`src/rtl/branch_hazard_ctrl_pkg.sv`:
```
// Shared pipeline constants and types for the ID-stage branch hazard controller.
// The optional stall-cycle counter is built only when BRANCH_HAZARD_PERF_EN is defined.
`ifndef BRANCH_HAZARD_CONSTANTS_SV
`define BRANCH_HAZARD_CONSTANTS_SV
`define OPCODE_SIZE     7
`define REGFILE_LOGSIZE 5
`define BTYPE_OP        7'b1100011
`define JALR_OP         7'b1100111
`define FWD_RF          2'b00
`define FWD_MEM         2'b01
`define FWD_WB          2'b10
`endif

package branch_hazard_ctrl_pkg;
  localparam int OPCODE_W = `OPCODE_SIZE;
  localparam int REG_W    = `REGFILE_LOGSIZE;

  localparam logic [OPCODE_W-1:0] BTYPE_OP = `BTYPE_OP;
  localparam logic [OPCODE_W-1:0] JALR_OP  = `JALR_OP;

  localparam logic [1:0] FWD_RF  = `FWD_RF;
  localparam logic [1:0] FWD_MEM = `FWD_MEM;
  localparam logic [1:0] FWD_WB  = `FWD_WB;

  typedef enum logic {
    IDLE  = 1'b0,
    STALL = 1'b1
  } bhc_state_e;
endpackage

```
`src/rtl/branch_hazard_ctrl_if.sv`:
```
// Decode-side hazard bus: pipeline register destinations in, stall/forward selects out.
interface branch_hazard_ctrl_if;
  import branch_hazard_ctrl_pkg::*;

  logic                id_valid;
  logic [OPCODE_W-1:0] id_opcode;
  logic [REG_W-1:0]    id_rs1;
  logic [REG_W-1:0]    id_rs2;
  logic [REG_W-1:0]    ex_rd;
  logic                ex_wr_en;
  logic                ex_is_load;
  logic [REG_W-1:0]    mem_rd;
  logic                mem_wr_en;
  logic                mem_is_load;
  logic [REG_W-1:0]    wb_rd;
  logic                wb_wr_en;
  logic                flush;
  logic                stall;
  logic [1:0]          br_fwsel1;
  logic [1:0]          br_fwsel2;
  logic [31:0]         perf_stall_cnt;

  modport master (
    output id_valid, id_opcode, id_rs1, id_rs2,
    output ex_rd, ex_wr_en, ex_is_load,
    output mem_rd, mem_wr_en, mem_is_load,
    output wb_rd, wb_wr_en, flush,
    input  stall, br_fwsel1, br_fwsel2, perf_stall_cnt
  );

  modport slave (
    input  id_valid, id_opcode, id_rs1, id_rs2,
    input  ex_rd, ex_wr_en, ex_is_load,
    input  mem_rd, mem_wr_en, mem_is_load,
    input  wb_rd, wb_wr_en, flush,
    output stall, br_fwsel1, br_fwsel2, perf_stall_cnt
  );
endinterface

```
`src/rtl/branch_hazard_ctrl_hazard_match.sv`:
```
// Source/destination register comparator; x0 never matches.
module hazard_match #(
  parameter int REG_W = 5
) (
  input  logic [REG_W-1:0] rs,
  input  logic [REG_W-1:0] rd,
  input  logic             en,
  output logic             hit
);
  assign hit = en && (rd != '0) && (rs == rd);
endmodule

```
`src/rtl/branch_hazard_ctrl.sv`:
```
// ID-stage branch/jalr hazard controller: stall sequencing and comparator forwarding.
// Define BRANCH_HAZARD_PERF_EN to build the 32-bit stall-cycle counter.
module branch_hazard_ctrl
  import branch_hazard_ctrl_pkg::*;
#(
  parameter int MAX_STALL = 2
) (
  input logic                 clk,
  input logic                 nrst,
  branch_hazard_ctrl_if.slave hz
);
  localparam int CNT_W = $clog2(MAX_STALL + 1);

  generate
    if (MAX_STALL < 2) begin : g_bad_max_stall
      $error("branch_hazard_ctrl: MAX_STALL must be at least 2");
    end
  endgenerate

  bhc_state_e       state_q, state_d;
  logic [CNT_W-1:0] rem_q, rem_d;
  logic [CNT_W-1:0] need;
  logic             stall;
  logic [1:0]       fwsel1, fwsel2;

  logic is_jalr, is_br;
  logic rs1_ex, rs1_mem, rs1_wb, rs2_ex, rs2_mem, rs2_wb;
  logic ex_hit_br, mem_hit_br, ex_hit_any;

  assign is_jalr = (hz.id_opcode == JALR_OP);
  assign is_br   = hz.id_valid && ((hz.id_opcode == BTYPE_OP) || is_jalr);

  hazard_match #(.REG_W(REG_W)) u_rs1_ex  (.rs(hz.id_rs1), .rd(hz.ex_rd),  .en(hz.ex_wr_en),  .hit(rs1_ex));
  hazard_match #(.REG_W(REG_W)) u_rs1_mem (.rs(hz.id_rs1), .rd(hz.mem_rd), .en(hz.mem_wr_en), .hit(rs1_mem));
  hazard_match #(.REG_W(REG_W)) u_rs1_wb  (.rs(hz.id_rs1), .rd(hz.wb_rd),  .en(hz.wb_wr_en),  .hit(rs1_wb));
  hazard_match #(.REG_W(REG_W)) u_rs2_ex  (.rs(hz.id_rs2), .rd(hz.ex_rd),  .en(hz.ex_wr_en),  .hit(rs2_ex));
  hazard_match #(.REG_W(REG_W)) u_rs2_mem (.rs(hz.id_rs2), .rd(hz.mem_rd), .en(hz.mem_wr_en), .hit(rs2_mem));
  hazard_match #(.REG_W(REG_W)) u_rs2_wb  (.rs(hz.id_rs2), .rd(hz.wb_rd),  .en(hz.wb_wr_en),  .hit(rs2_wb));

  // jalr has no rs2 operand, so its rs2 field must not create a branch hazard
  assign ex_hit_br  = rs1_ex  || (rs2_ex  && !is_jalr);
  assign mem_hit_br = rs1_mem || (rs2_mem && !is_jalr);
  assign ex_hit_any = rs1_ex  || rs2_ex;

  function automatic logic [1:0] fwd_sel(input logic mem_hit, input logic wb_hit,
                                         input logic mem_ld);
    if (mem_hit && !mem_ld) return FWD_MEM;
    if (wb_hit)             return FWD_WB;
    return FWD_RF;
  endfunction

  always_comb begin
    need = '0;
    if (is_br && ex_hit_br && hz.ex_is_load)           need = CNT_W'(2);
    else if (is_br && ex_hit_br)                       need = CNT_W'(1);
    else if (is_br && mem_hit_br && hz.mem_is_load)    need = CNT_W'(1);
    else if (hz.id_valid && !is_br && ex_hit_any && hz.ex_is_load) need = CNT_W'(1);
  end

  always_comb begin
    state_d = state_q;
    rem_d   = rem_q;
    stall   = 1'b0;
    if (hz.flush) begin
      state_d = IDLE;
      rem_d   = '0;
    end else begin
      unique case (state_q)
        IDLE: begin
          if (need != '0) stall = 1'b1;
          if (need > CNT_W'(1)) begin
            state_d = STALL;
            rem_d   = need - CNT_W'(1);
          end
        end
        STALL: begin
          stall = 1'b1;
          rem_d = rem_q - CNT_W'(1);
          if (rem_q <= CNT_W'(1)) state_d = IDLE;
        end
        default: begin
          state_d = IDLE;
          rem_d   = '0;
        end
      endcase
    end
  end

  always_ff @(posedge clk) begin
    if (!nrst) begin
      state_q <= IDLE;
      rem_q   <= '0;
    end else begin
      state_q <= state_d;
      rem_q   <= rem_d;
    end
  end

  always_comb begin
    fwsel1 = FWD_RF;
    fwsel2 = FWD_RF;
    if (is_br && !stall) begin
      fwsel1 = fwd_sel(rs1_mem, rs1_wb, hz.mem_is_load);
      if (!is_jalr) fwsel2 = fwd_sel(rs2_mem, rs2_wb, hz.mem_is_load);
    end
  end

  assign hz.stall     = stall;
  assign hz.br_fwsel1 = fwsel1;
  assign hz.br_fwsel2 = fwsel2;

`ifdef BRANCH_HAZARD_PERF_EN
  logic [31:0] perf_q;

  always_ff @(posedge clk) begin
    if (!nrst)      perf_q <= '0;
    else if (stall) perf_q <= perf_q + 32'd1;
  end

  assign hz.perf_stall_cnt = perf_q;
`else
  assign hz.perf_stall_cnt = '0;
`endif
endmodule

```
`src/flat_wrapper.sv`:
```
// flat-port wrapper written by rule: the top's interface ports become plain ports
module branch_hazard_ctrl_flat import branch_hazard_ctrl_pkg::*;
#(
  parameter int MAX_STALL = 2
)
  (clk, nrst, hz_id_valid, hz_id_opcode, hz_id_rs1, hz_id_rs2, hz_ex_rd, hz_ex_wr_en, hz_ex_is_load, hz_mem_rd, hz_mem_wr_en, hz_mem_is_load, hz_wb_rd, hz_wb_wr_en, hz_flush, hz_stall, hz_br_fwsel1, hz_br_fwsel2, hz_perf_stall_cnt);
  branch_hazard_ctrl_if hz_i ();
  input logic clk;
  input logic nrst;
  input wire logic [$bits(hz_i.id_valid)-1:0] hz_id_valid;
  input wire logic [$bits(hz_i.id_opcode)-1:0] hz_id_opcode;
  input wire logic [$bits(hz_i.id_rs1)-1:0] hz_id_rs1;
  input wire logic [$bits(hz_i.id_rs2)-1:0] hz_id_rs2;
  input wire logic [$bits(hz_i.ex_rd)-1:0] hz_ex_rd;
  input wire logic [$bits(hz_i.ex_wr_en)-1:0] hz_ex_wr_en;
  input wire logic [$bits(hz_i.ex_is_load)-1:0] hz_ex_is_load;
  input wire logic [$bits(hz_i.mem_rd)-1:0] hz_mem_rd;
  input wire logic [$bits(hz_i.mem_wr_en)-1:0] hz_mem_wr_en;
  input wire logic [$bits(hz_i.mem_is_load)-1:0] hz_mem_is_load;
  input wire logic [$bits(hz_i.wb_rd)-1:0] hz_wb_rd;
  input wire logic [$bits(hz_i.wb_wr_en)-1:0] hz_wb_wr_en;
  input wire logic [$bits(hz_i.flush)-1:0] hz_flush;
  output wire logic [$bits(hz_i.stall)-1:0] hz_stall;
  output wire logic [$bits(hz_i.br_fwsel1)-1:0] hz_br_fwsel1;
  output wire logic [$bits(hz_i.br_fwsel2)-1:0] hz_br_fwsel2;
  output wire logic [$bits(hz_i.perf_stall_cnt)-1:0] hz_perf_stall_cnt;
  assign hz_i.id_valid = hz_id_valid;
  assign hz_i.id_opcode = hz_id_opcode;
  assign hz_i.id_rs1 = hz_id_rs1;
  assign hz_i.id_rs2 = hz_id_rs2;
  assign hz_i.ex_rd = hz_ex_rd;
  assign hz_i.ex_wr_en = hz_ex_wr_en;
  assign hz_i.ex_is_load = hz_ex_is_load;
  assign hz_i.mem_rd = hz_mem_rd;
  assign hz_i.mem_wr_en = hz_mem_wr_en;
  assign hz_i.mem_is_load = hz_mem_is_load;
  assign hz_i.wb_rd = hz_wb_rd;
  assign hz_i.wb_wr_en = hz_wb_wr_en;
  assign hz_i.flush = hz_flush;
  assign hz_stall = hz_i.stall;
  assign hz_br_fwsel1 = hz_i.br_fwsel1;
  assign hz_br_fwsel2 = hz_i.br_fwsel2;
  assign hz_perf_stall_cnt = hz_i.perf_stall_cnt;
  branch_hazard_ctrl #(.MAX_STALL(MAX_STALL)) u_core (.clk(clk), .nrst(nrst), .hz(hz_i));
endmodule
```
`config.mk`:
```
export PLATFORM = sky130hd
export DESIGN_NAME = branch_hazard_ctrl_flat
export DESIGN_NICKNAME = d
export VERILOG_FILES = /design/src/rtl/branch_hazard_ctrl_pkg.sv /design/src/rtl/branch_hazard_ctrl_if.sv /design/src/rtl/branch_hazard_ctrl_hazard_match.sv /design/src/rtl/branch_hazard_ctrl.sv /design/src/flat_wrapper.sv
export SDC_FILE = /design/constraint.sdc
export NUM_CORES = 1
export LEC_CHECK = 0
export CAP_MARGIN = 20
export CORE_AREA = 2 2 58 60
export CTS_CLUSTER_DIAMETER = 30
export CTS_CLUSTER_SIZE = 12
export DETAILED_ROUTE_END_ITERATION = 6
export DIE_AREA = 0 0 60 62
export PLACE_DENSITY = 0.78
export SLEW_MARGIN = 20
export SYNTH_ARGS = -nofsm -noshare
export SYNTH_HDL_FRONTEND = slang
export SYNTH_SLANG_ARGS = --single-unit
```
`constraint.sdc`:
```
create_clock -name clk -period 2.7 [get_ports clk]
set_input_delay 0.405 -clock clk [delete_from_list [all_inputs] [get_ports clk]]
set_output_delay 0.405 -clock clk [all_outputs]
set_load 0.05 [all_outputs]
```
# After elaboration in Yosys (flattened, before gate mapping)
# Cells that the tools add are included.
# word_totals
output_inout_bits,37
inputBits,41
wordCells,87
regBits,3
# classes
n_lt_le_gt_ge,2
bitwise_logic,2
add_sub_neg,2
reduce_logical,35
muxes,35
n_eq_ne,9
# op_table
op,n
$eq 5x5->1,6
$mux 2,15
$logic_and 1x1->1,22
$mux 1,17
$reduce_bool 5->1,3
$eq 7x7->1 const B,2
$logic_not 1->1,4
$logic_or 1x1->1,4
$pmux 1 s2,2
$pmux 2 s2,1
$sub 2x1->2 const B,2
$gt 2x1->1 const B,1
$le 2x1->1 const B,1
$ne 2x1->1 const B,1
$not 1->1,2
$reduce_bool 2->1,1
$reduce_or 2->1,1

# Logic depth before layout (Yosys ltp)
# Gate-level depths: netlist of the first run.
# depth
word_depth,25
ltp_mapped,9
ltp_nobuf,9

# Modules after synthesis
# Synthesis of the first run repeated with hierarchy kept, for this count alone.
# unflattened
hier_cells,138
area_unflattened_um2,1012.2
# by_module_without_submodules
module,area_each_um2,instances,seq_area_each_um2,cells_each
branch_hazard_ctrl,591.8,1,60.1,78
hazard_match,70.1,6,0.0,10

# Worst setup path before layout of the first run
# OpenSTA, ideal clock, no wires.
# synth_timing
path_type,in2out
startpoint,input port hz_mem_rd[3]
endpoint,output port hz_br_fwsel1[0]
t_required_ns,2.295
path_stages,8
n_path_buf,0
slack_ns,-1.206
arrival_ns,3.501
path_cell_list,or4_1 o21a_1 nand4_1 a21oi_1 o211ai_1 ha_1 a21oi_1 nor4_1
# synth_between
elab_chain_len,17
elab_cells_between_ends,24
cone_classes,eq/ne: 2; mux: 10; reduce/logical: 12
# synth_lines
element,line_no,source
start: declaration,flat_wrapper.sv:17,input wire logic [$bits(hz_i.mem_rd)-1:0] hz_mem_rd;
$reduce_bool 5->1,branch_hazard_ctrl_hazard_match.sv:10,assign hit = en && (rd != '0) && (rs == rd);
$logic_and 1x1->1 (2 in a row),branch_hazard_ctrl_hazard_match.sv:10,
$logic_and 1x1->1,branch_hazard_ctrl.sv:42,assign mem_hit_br = rs1_mem || (rs2_mem && !is_jalr);
$logic_or 1x1->1 *,branch_hazard_ctrl.sv:42,
$logic_and 1x1->1 * (2 in a row),branch_hazard_ctrl.sv:56,else if (is_br && mem_hit_br && hz.mem_is_load) need = CNT_W'(1);
$mux 2 *,branch_hazard_ctrl.sv:56,
$mux 2 *,branch_hazard_ctrl.sv:55,else if (is_br && ex_hit_br) need = CNT_W'(1);
$mux 2 *,branch_hazard_ctrl.sv:54,if (is_br && ex_hit_br && hz.ex_is_load) need = CNT_W'(2);
$reduce_bool 2->1 *,branch_hazard_ctrl.sv:70,if (need != '0) stall = 1'b1;
$mux 1 *,branch_hazard_ctrl.sv:70,
$pmux 1 s2 *,branch_hazard_ctrl.sv:68,unique case (state_q)
$mux 1 *,branch_hazard_ctrl.sv:64,if (hz.flush) begin
net hz_stall,flat_wrapper.sv:23,output wire logic [$bits(hz_i.stall)-1:0] hz_stall;
$logic_not 1->1 *,branch_hazard_ctrl.sv:102,if (is_br && !stall) begin
$logic_and 1x1->1 *,branch_hazard_ctrl.sv:102,
$mux 2 *,branch_hazard_ctrl.sv:102,
end: declaration,flat_wrapper.sv:24,output wire logic [$bits(hz_i.br_fwsel1)-1:0] hz_br_fwsel1;
# The timed path passes the listed nets; every way through them passes the cells marked *. The select of a mux whose other input is x is not followed.

# Final worst setup path of the first run
# layout_timing
startpoint,input port hz_mem_rd[1]
endpoint,output port hz_br_fwsel1[0]
# layout_between
elab_chain_len,17
elab_cells_between_ends,24
cone_classes,eq/ne: 2; mux: 10; reduce/logical: 12
# layout_lines
element,line_no
$reduce_bool 5->1,branch_hazard_ctrl_hazard_match.sv:10
$logic_and 1x1->1 (2 in a row),branch_hazard_ctrl_hazard_match.sv:10
$logic_and 1x1->1,branch_hazard_ctrl.sv:42
$logic_or 1x1->1,branch_hazard_ctrl.sv:42
$logic_and 1x1->1 (2 in a row),branch_hazard_ctrl.sv:56
$mux 2,branch_hazard_ctrl.sv:56
$mux 2,branch_hazard_ctrl.sv:55
$mux 2,branch_hazard_ctrl.sv:54
$reduce_bool 2->1,branch_hazard_ctrl.sv:70
$mux 1,branch_hazard_ctrl.sv:70
$pmux 1 s2,branch_hazard_ctrl.sv:68
$mux 1,branch_hazard_ctrl.sv:64
$logic_not 1->1,branch_hazard_ctrl.sv:102
$logic_and 1x1->1,branch_hazard_ctrl.sv:102
$mux 2 *,branch_hazard_ctrl.sv:102
# Every way passes the cells marked *; elsewhere a longest branch is shown, timed or not. The select of a mux whose other input is x is not followed.

==> results of run 1 <==
cells in the mapped netlist, drive strengths merged:
cell    instances  area share, %
buf            32             25
xor2           19             17
xnor2          11            9.9
nor3            7            3.6
a21oi           6            3.5
nand3           6            3.1
nand4           4            3.2
dfxtp           3            6.2
nand2           3            1.2
nor2            3            1.2
o211ai          3            2.8
o21ai           3            1.9
or4             3            2.3
and4            2            2.1
ha              2            2.6
inv             2           0.77
nor4            2            1.3
o21a            2            1.5
or3             2            1.3
a211o           1            1.0
and2            1           0.64
and3            1            1.2
and4bb          1            1.3
conb            1           0.39
nand2b          1           0.64
nand4b          1           0.90
nor2b           1           0.64
o2111a          1            1.2
o211a           1            1.0
o31a            1           0.90
routing by layer:
layer | part of all wire [%] | vias to the layer above | global-route usage, %
li1 | - | 577 | -
met1 | 38 | 561 | 19.2
met2 | 56 | 50 | 34.9
met3 | 5.0 | 6 | 1.24
met4 | 1.6 | 0 | 6.35
met5 | 0 | - | 0
cells by family after synthesis:
kind of cell	after synthesis	synth area share (%)
AO/OA/AOI/OAI	18	13.9
XOR/XNOR	30	27.0
adder cells (fa/ha/maj)	2	2.57
buffers and inverters	34	25.5
flip-flops	3	6.18
AND/OR/NAND/NOR	38	24.5
other	1	0.386
area by class of cell:
class,count,area (um^2)
timing repair buffer,95,856
fill,287,1270
tap,46,57.6
sequential,3,60.1
clock buffer,4,26.3
multi-input combinational,120,897
inverter,2,7.51
placed cells by master, fill, tap and decap left out, types with 3 or more instances in the layout:
cell                              Yosys  layout
sky130_fd_sc_hd__dlymetal6s2s_1       0       4
sky130_fd_sc_hd__buf_12               0       5
sky130_fd_sc_hd__buf_4               32      50
sky130_fd_sc_hd__xor2_1              19      17
sky130_fd_sc_hd__dlygate4sd2_1        0      11
sky130_fd_sc_hd__nor3_2               0       4
sky130_fd_sc_hd__clkdlybuf4s50_1      0      17
sky130_fd_sc_hd__nor2_1               3       3
sky130_fd_sc_hd__clkbuf_4             0       3
sky130_fd_sc_hd__xnor2_1             11      10
sky130_fd_sc_hd__nand4_1              3       3
sky130_fd_sc_hd__buf_6                0       3
sky130_fd_sc_hd__nand2_1              3       3
sky130_fd_sc_hd__nand3_1              6       6
sky130_fd_sc_hd__conb_1               1      32
sky130_fd_sc_hd__a21oi_1              5       3
sky130_fd_sc_hd__dfxtp_1              3       3
power by group through the flow:
stage	Combinational (mW)	Sequential, mW	Clock [mW]
3_5_place_dp	0.270	0.0452	0
6_report	0.298	0.0446	0.0803
5_1_grt	0.317	0.0445	0.0867
4_1_cts	0.285	0.0445	0.0840
2_1_floorplan	0.185	0.0452	0
3_3_place_gp	0.266	0.0452	0
sequential cells by signal, indices dropped and copies added (netlist names):
name / flops
u_core.state_q: 1
u_core.rem_q: 2
tightest hold or removal path: stages, from the launching register on:
cell and delay [ps]:
sky130_fd_sc_hd__dfxtp_1 300, sky130_fd_sc_hd__nand3_1 60, sky130_fd_sc_hd__o211ai_1 70
timing repair:
| item | 4_1_cts | 5_1_grt |
|---|---|---|
| buffers inserted | 15 | 2 |
| endpoints found under the setup margin | 6 | 6 |
| resized for setup | 41 | 16 |
| pin swaps | 17 | 11 |
| hold endpoints to repair | 0 | 0 |
final timing paths:
| check | to | start | slack (ps) | depth (start not counted) |
|---|---|---|---|---|
| worst max-delay path | hz_br_fwsel1[0] | hz_mem_rd[1] | -170 | 11 |
| worst min-delay path | u_core.rem_q[1]$_SDFFE_PP0P_ | u_core.rem_q[1]$_SDFFE_PP0P_ | 490 | 2 |
| worst max register to register | u_core.rem_q[1]$_SDFFE_PP0P_ | u_core.state_q$_SDFF_PP0_ | 1570 | 3 |
| worst min register to register | u_core.rem_q[1]$_SDFFE_PP0P_ | u_core.rem_q[1]$_SDFFE_PP0P_ | 490 | 2 |
==> summary.md, run 1 <==
| Metric | Value |
|---|---|
| Fmax | 348 MHz |
| Largest fanout on the critical path | 3 |
| Clock edge transition at the registers on the reported setup and hold paths | 40 ps |
| Area inside the core boundary | 3180 um^2 |
| Worst-case hold slack | 490 ps |
| Iteration count of the initial detailed-routing pass | 4 |
| Largest net degree at the start of global routing | 6 |
| Number of vias after detailed routing | 1194 |
| Hold Violations, Final | 0 |
| Clk Tree Root Cell | sky130_fd_sc_hd__clkbuf_4 |
| Internal | 220 uW |
| Largest stage delay, worst path | 500 ps |
| Maximum ir drop on the vdd rail | 100 uV |
| Time the final worst path needs with I/O delays and setup | 2870 ps |
| Post-route fraction of the period consumed by the critical path | 106% |
| Arrival time at the worst endpoint | 2470 ps |
| TritonCTS clock tree | yes |
| Final worst clock skew | 1.38 ps |
| Clock Power Share | 19.0% |
| Initial antenna violation count | 0 |
| Cell area power density | 222 nW/um^2 |
| Final slew viol count | 0 |
| Final WL | 3.25 mm |
| Finished layout cell area | 1900 um^2 |
| Number of buffer cells added on primary ports | 45 |
| MaxCap Viol Count | 0 |
| Cell with the largest stage delay on the worst path | sky130_fd_sc_hd__or4_1 |
| Sw Share | 47.9% |
| Flops & latches, synth | 3 |
| Critical path capture point type | output pin |
| HPWL reported at the end of detailed placement | 2.47 mm |
| Cell breakdown of the critical path | buf_6 -> or4_1 -> o21a_1 -> nand4b_1 -> a21oi_2 -> o211ai_1 -> ha_2 -> a21oi_4 -> buf_4 -> nor4_4 -> buf_12 |
| Worst min-delay path class | reg -> reg |
| Violated checks | setup timing |
| Die Outline Area | 3720 um^2 |
| Synthesized instance count | 126 |
| Share of the core filled with cells | 59.9% |
| Post-detailed-placement cell area | 1710 um^2 |
| Number of nets still failing antenna checks after routing | 0 |
| Required time of the critical path | 2300 ps |
| Crit path kind | in -> out |
| Maximum number of buffers from clock root to sink | 2 |
| Placed insts | 249 |
| Result of the run | finished with violations |
| Total I/O pin count | 78 |
| Setup slack after placement | -461 ps |
| Placer's final routability congestion estimate | 0.810 |
| Clock buffers created by TritonCTS | 3 |
| Top Family by Delay on Critical Path | simple AND/OR/NAND/NOR gates |
| Total power draw | 423 uW |
| DRC violation count after routing | 0 |
| Count of endpoints failing setup in the final report | 5 |
| Unrepaired setup endpoints after global routing | yes |
| Via density | 4.42 |
| Synthesis-to-finish area growth | 95.9% |
| GRT Total Usage | 17.5% |
| Via count of the first global-routing pass | 1206 |
| Proportion of power drawn by flip-flops and latches | 10.5% |
| Number of hold buffers added after CTS | 0 |
| Number of diodes | 0 |
| Buf/Inv on CP | 3 |
| Global-route wire length before repair | 4.93 mm |
| Starting density of the core | 30.6% |
| Net switching power | 203 uW |
| Netlist area before placement | 972 um^2 |
| Share of power burned in combinational logic | 70.5% |
| Final non-filler cell total | 270 |
| Share of layout cells above drive strength 1 | 39.7% |
| Portion of the post-synthesis area used by sequential elements | 6.18% |
| Sum of negative setup slack | -641 ps |
| Worst-skew pair later-pin latency | 230 ps |
| Syn avg cell area | 7.72 um^2 |
| Final setup margin | -173 ps |
| Total leakage power | 0.864 nW |
| Initial DRC count | 22 |
| Avg WL per Cell | 12.1 um |
| H-tree levels | 1 |
| Number of warnings printed during yosys synthesis | 0 |
| Horiz. Die Dim | 60 um |
| Standard-cell row count | 21 |
| Number of sinks handled by clock tree synthesis | 3 |
| Total overflow reported by the global router | 0 |
| Number of nets in the final layout | 268 |
| Yosys cell types | 35 |
| DIE HEIGHT | 62 um |
| Type of element launching the critical path | primary input |
Note: power is estimated with default switching activity, not from simulation.
==> run 2, diff against run 1 <==
--- a/config.mk
+++ b/config.mk
@@ -5,12 +5,13 @@
 export SDC_FILE = /design/constraint.sdc
 export NUM_CORES = 1
 export LEC_CHECK = 0
+export ABC_AREA = 1
 export CAP_MARGIN = 20
-export CORE_AREA = 2 2 58 60
+export CORE_AREA = 2 2 59 61
 export CTS_CLUSTER_DIAMETER = 30
 export CTS_CLUSTER_SIZE = 12
 export DETAILED_ROUTE_END_ITERATION = 6
-export DIE_AREA = 0 0 60 62
+export DIE_AREA = 0 0 61 63
 export PLACE_DENSITY = 0.78
 export SLEW_MARGIN = 20
 export SYNTH_ARGS = -nofsm -noshare
==> summary.md, run 2 <==
| Metric | Value |
|---|---|
| Reg2Reg Launch Point | u_core.rem_q[1]$_SDFFE_PP0P_ |
| Clk Tree Root Cell | sky130_fd_sc_hd__clkbuf_4 |
| Cell with the largest stage delay on the worst path | sky130_fd_sc_hd__clkdlybuf4s50_1 |
| Final WL | 2.84 mm (-13%) |
| Standard-cell row count | 21 (unchanged) |
| Total overflow reported by the global router | 0 (unchanged) |
| Most common library cell in the layout ignoring fill and taps | sky130_fd_sc_hd__conb_1 |
| GRT Total Usage | 14.1% (-3.4 points) |
| Initial DRC count | 59 (+170%) |
| Setup slack of the most critical reg-to-reg path | 1630 ps (+60 ps) |
| Worst-case hold slack | 590 ps (+100 ps) |
| Largest fanout on the critical path | 3 (unchanged) |
| Crit path kind | in -> out |
| HPWL reported at the end of detailed placement | 2.34 mm (-5.1%) |
| Fmax | 387 MHz (+11%) |
| Yosys cell types | 26 (-26%) |
| Final-layout fill cell count | 314 (+9.4%) |
| Cell area power density | 223 nW/um^2 (+0.40%) |
| Clock Power Share | 20.1% (+1.1 points) |
| Number of diodes | 0 (unchanged) |
| Area used by multi-input combinational logic | 940 um^2 (+4.7%) |
| Syn avg cell area | 6.37 um^2 (-17%) |
| Clock buffers created by TritonCTS | 3 (unchanged) |
| Result of the run | completed |
| Cell types occupying the most area after synthesis | sky130_fd_sc_hd__buf_4 23%, sky130_fd_sc_hd__nand2_1 12%, sky130_fd_sc_hd__xnor2_1 11%, sky130_fd_sc_hd__xor2_1 11%, sky130_fd_sc_hd__dfxtp_1 5.8% |
| Maximum number of buffers from clock root to sink | 2 (unchanged) |
| Number of buffer cells added on primary ports | 45 (unchanged) |
| Die Outline Area | 3840 um^2 (+3.3%) |
| Worst-skew pair later-pin latency | 230 ps (about the same) |
| Flops & latches, synth | 3 (unchanged) |
| DIE HEIGHT | 63 um (+1.6%) |
| Largest registers ranked by flip-flop count | u_core.rem_q (2), u_core.state_q (1) |
| Number of sinks handled by clock tree synthesis | 3 (unchanged) |
| Synthesized instance count | 163 (+29%) |
| Critical path capture point type | output pin |
| DRC violation count after routing | 0 (unchanged) |
| Post-route fraction of the period consumed by the critical path | 95.8% (-11 points) |
| Share of power burned in combinational logic | 68.4% (-2.1 points) |
| Number of warnings printed during yosys synthesis | 0 (unchanged) |
| Worst Min Path Start | u_core.rem_q[0]$_SDFFE_PP0P_ |
| Final non-filler cell total | 278 (+3.0%) |
| Time the final worst path needs with I/O delays and setup | 2590 ps (-285 ps) |
| Number of hold buffers added after CTS | 0 (unchanged) |
| Dominant cell type by count on the critical path | sky130_fd_sc_hd__nand2_2 |
| RR Endpoint | u_core.rem_q[1]$_SDFFE_PP0P_ |
| Type of element launching the critical path | primary input |
| Post-synth EDFFs | 0 (unchanged) |
| Netlist area before placement | 1040 um^2 (+6.8%) |
| Initial antenna violation count | 0 (unchanged) |
| Portion of the post-synthesis area used by sequential elements | 5.78% (-0.39 points) |
| Via count of the first global-routing pass | 1046 (-13%) |
| Final worst clock skew | 4.14 ps (+2.76 ps) |
| Sw Share | 51.3% (+3.3 points) |
| Internal | 189 uW (-14%) |
| Largest net degree at the start of global routing | 6 (unchanged) |
| Buf/Inv on CP | 3 (unchanged) |
| H-tree levels | 1 (unchanged) |
| Horiz. Die Dim | 61 um (+1.7%) |
| Total I/O pin count | 78 (unchanged) |
| Final slew viol count | 0 (unchanged) |
| Number of vias after detailed routing | 1129 (-5.4%) |
| Proportion of power drawn by flip-flops and latches | 11.5% (+1.0 points) |
| Commonest cells after routing, fill and taps aside | 32 x sky130_fd_sc_hd__conb_1, 30 x sky130_fd_sc_hd__nand2_1, 22 x sky130_fd_sc_hd__buf_4, 14 x sky130_fd_sc_hd__inv_1, 14 x sky130_fd_sc_hd__clkbuf_2 |
| Flip-flop count of the largest register after layout | 2 (unchanged) |
| Required time of the critical path | 2300 ps (about the same) |
| Worst min-delay path class | reg -> reg |
| Top Family by Delay on Critical Path | buffers and inverters |
| Placer's final routability congestion estimate | 0.824 (+1.8%) |
| Global-route wire length before repair | 4.21 mm (-15%) |
| Clock edge transition at the registers on the reported setup and hold paths | 30 ps (about the same) |
| Yosys top cell by area | sky130_fd_sc_hd__buf_4 |
| MaxCap Viol Count | 0 (unchanged) |
| Busiest metal layer after global routing | met2 |
| Biggest register | u_core.rem_q |
| Worst Reg2Reg Path Length in Cells | 6 (+3) |
| TritonCTS clock tree | yes |
| Share of synthesized registers carrying an async set or reset | 0% (unchanged) |
| Number of nets still failing antenna checks after routing | 0 (unchanged) |
| Via density | 4.06 (-8.2%) |
| Placed insts | 272 (+9.2%) |
| Area inside the core boundary | 3230 um^2 (+1.7%) |
| Starting density of the core | 32.1% (+1.6 points) |
| Total leakage power | 0.867 nW (+0.30%) |
| Share of layout cells above drive strength 1 | 35.3% (-4.4 points) |
| Hold Violations, Final | 0 (unchanged) |
| Met1 global-route usage | 16.5% (-2.7 points) |
| GR Util met2 | 25.8% (-9.1 points) |
| Avg WL per Cell | 10.2 um (-15%) |
| Arrival time at the worst endpoint | 2180 ps (-290 ps) |
| Maximum ir drop on the vdd rail | 122 uV (+21%) |
| Net switching power | 199 uW (-1.9%) |
| Largest stage delay, worst path | 470 ps (-30 ps) |
| Cell breakdown of the critical path | clkdlybuf4s50_1 -> nand2_1 -> inv_2 -> nand3_2 -> nand2_2 -> nand3_4 -> nand2_2 -> ha_4 -> a21oi_4 -> nor2_2 -> nand4_1 -> a31oi_2 -> buf_12 |
| Top_reg_cell synth | sky130_fd_sc_hd__dfxtp_1 |
| Count of endpoints failing setup in the final report | 0 (-5) |
| Reg area | 60.1 um^2 (unchanged) |
| Worst hold endpoint | u_core.rem_q[0]$_SDFFE_PP0P_ |
| Synth cell count leaders | 32 x sky130_fd_sc_hd__buf_4, 32 x sky130_fd_sc_hd__nand2_1, 15 x sky130_fd_sc_hd__inv_1, 13 x sky130_fd_sc_hd__xnor2_1, 13 x sky130_fd_sc_hd__xor2_1 |
| Met3 Usage GRT | 2.07% (+0.83 points) |
| Iteration count of the initial detailed-routing pass | 4 (unchanged) |
| Synthesis-to-finish area growth | 67.5% |
| Number of nets in the final layout | 276 (+3.0%) |
| Sum of negative setup slack | 0 ps (+641 ps) |
| Worst hold stages | 3 (+1) |
| Area share of the largest cell type after synthesis | 23.1% (-1.6 points) |
[run 2: cell count changes after synthesis, sizes merged, moves of 3 or more]
cell,before,now
xor2,19,13
nand3,6,11
or4,3,0
nor2,3,15
o211ai,3,0
nand2,3,34
a21oi,6,3
inv,2,18
[run 2: power groups by stage]
stage               Sequential [mW]  Clock [mW]  Combinational, mW
global route                 0.0445      0.0848              0.283
finish                       0.0446      0.0780              0.265
floorplan                    0.0452           0              0.193
detailed placement           0.0452           0              0.261
global placement             0.0452           0              0.257
CTS                          0.0446      0.0803              0.257
[run 2: worst max-delay path by stage]
stage	startpoint	endpoint	slack (ps)	depth (start not counted)
floorplan	hz_mem_rd[0]	hz_br_fwsel2[1]	-60	14
global placement	hz_mem_rd[0]	hz_br_fwsel1[1]	-200	16
detailed placement	hz_id_rs2[1]	hz_br_fwsel1[1]	-330	15
CTS	hz_id_opcode[4]	hz_br_fwsel1[1]	0.4	14
global route	hz_mem_rd[3]	hz_br_fwsel1[1]	-20	16
finish	hz_ex_wr_en	hz_br_fwsel1[1]	110	13
[run 2: what timing repair did]
action	4_1_cts	5_1_grt
resized for setup	40	61
setup buffers	1	1
pin swaps	16	22
setup endpoints to repair	5	5
endpoints found under the hold margin	0	0
[run 2: worst register-to-register path, cell delays in order, from the launching register on]
cell	delay [ps]
sky130_fd_sc_hd__dfxtp_1	310
sky130_fd_sc_hd__inv_1	70
sky130_fd_sc_hd__ha_1	270
sky130_fd_sc_hd__nand2_1	60
sky130_fd_sc_hd__o21ai_0	80
sky130_fd_sc_hd__a21oi_1	120
sky130_fd_sc_hd__nor2_1	60
[run 2: final cells by class]
cell class,count,share of cell area (%)
Sequential cell,3,3.45
Clock buffer,4,1.51
Inverter,18,3.88
Timing Repair Buffer,66,33.8
Multi-Input combinational cell,141,54.0
Tap cell,46,3.31
[run 2: layer usage]
layer / wire (um) / part of all wire [%]
met1: 1140 / 40
met2: 1560 / 55
met3: 142 / 5.0
met4: 0 / 0
met5: 0 / 0
[run 2: per-stage QoR]
stage | power, mW | cell area [um^2] | setup slack [ps] | util [%]
finish | 0.388 | 1740 | 113 | 53.8
floorplan | 0.238 | 1180 | -61.4 | -
CTS | 0.382 | 1710 | 0.393 | 52.9
global route | 0.413 | 1740 | -24.4 | 53.8
detailed placement | 0.306 | 1640 | -328 | 50.8
global placement | 0.302 | 1640 | -199 | 50.8
[run 2: cell families after synthesis]
logic type | count (synthesis) | share of synthesized area (%)
and+or+nand+nor | 73 | 35.7
buffers and inverters | 50 | 29.6
xor gates and xnor gates | 26 | 21.9
AOI/OAI and AO/OA | 8 | 4.22
DFF | 3 | 5.78
adders and majority gates | 2 | 2.41
other | 1 | 0.361
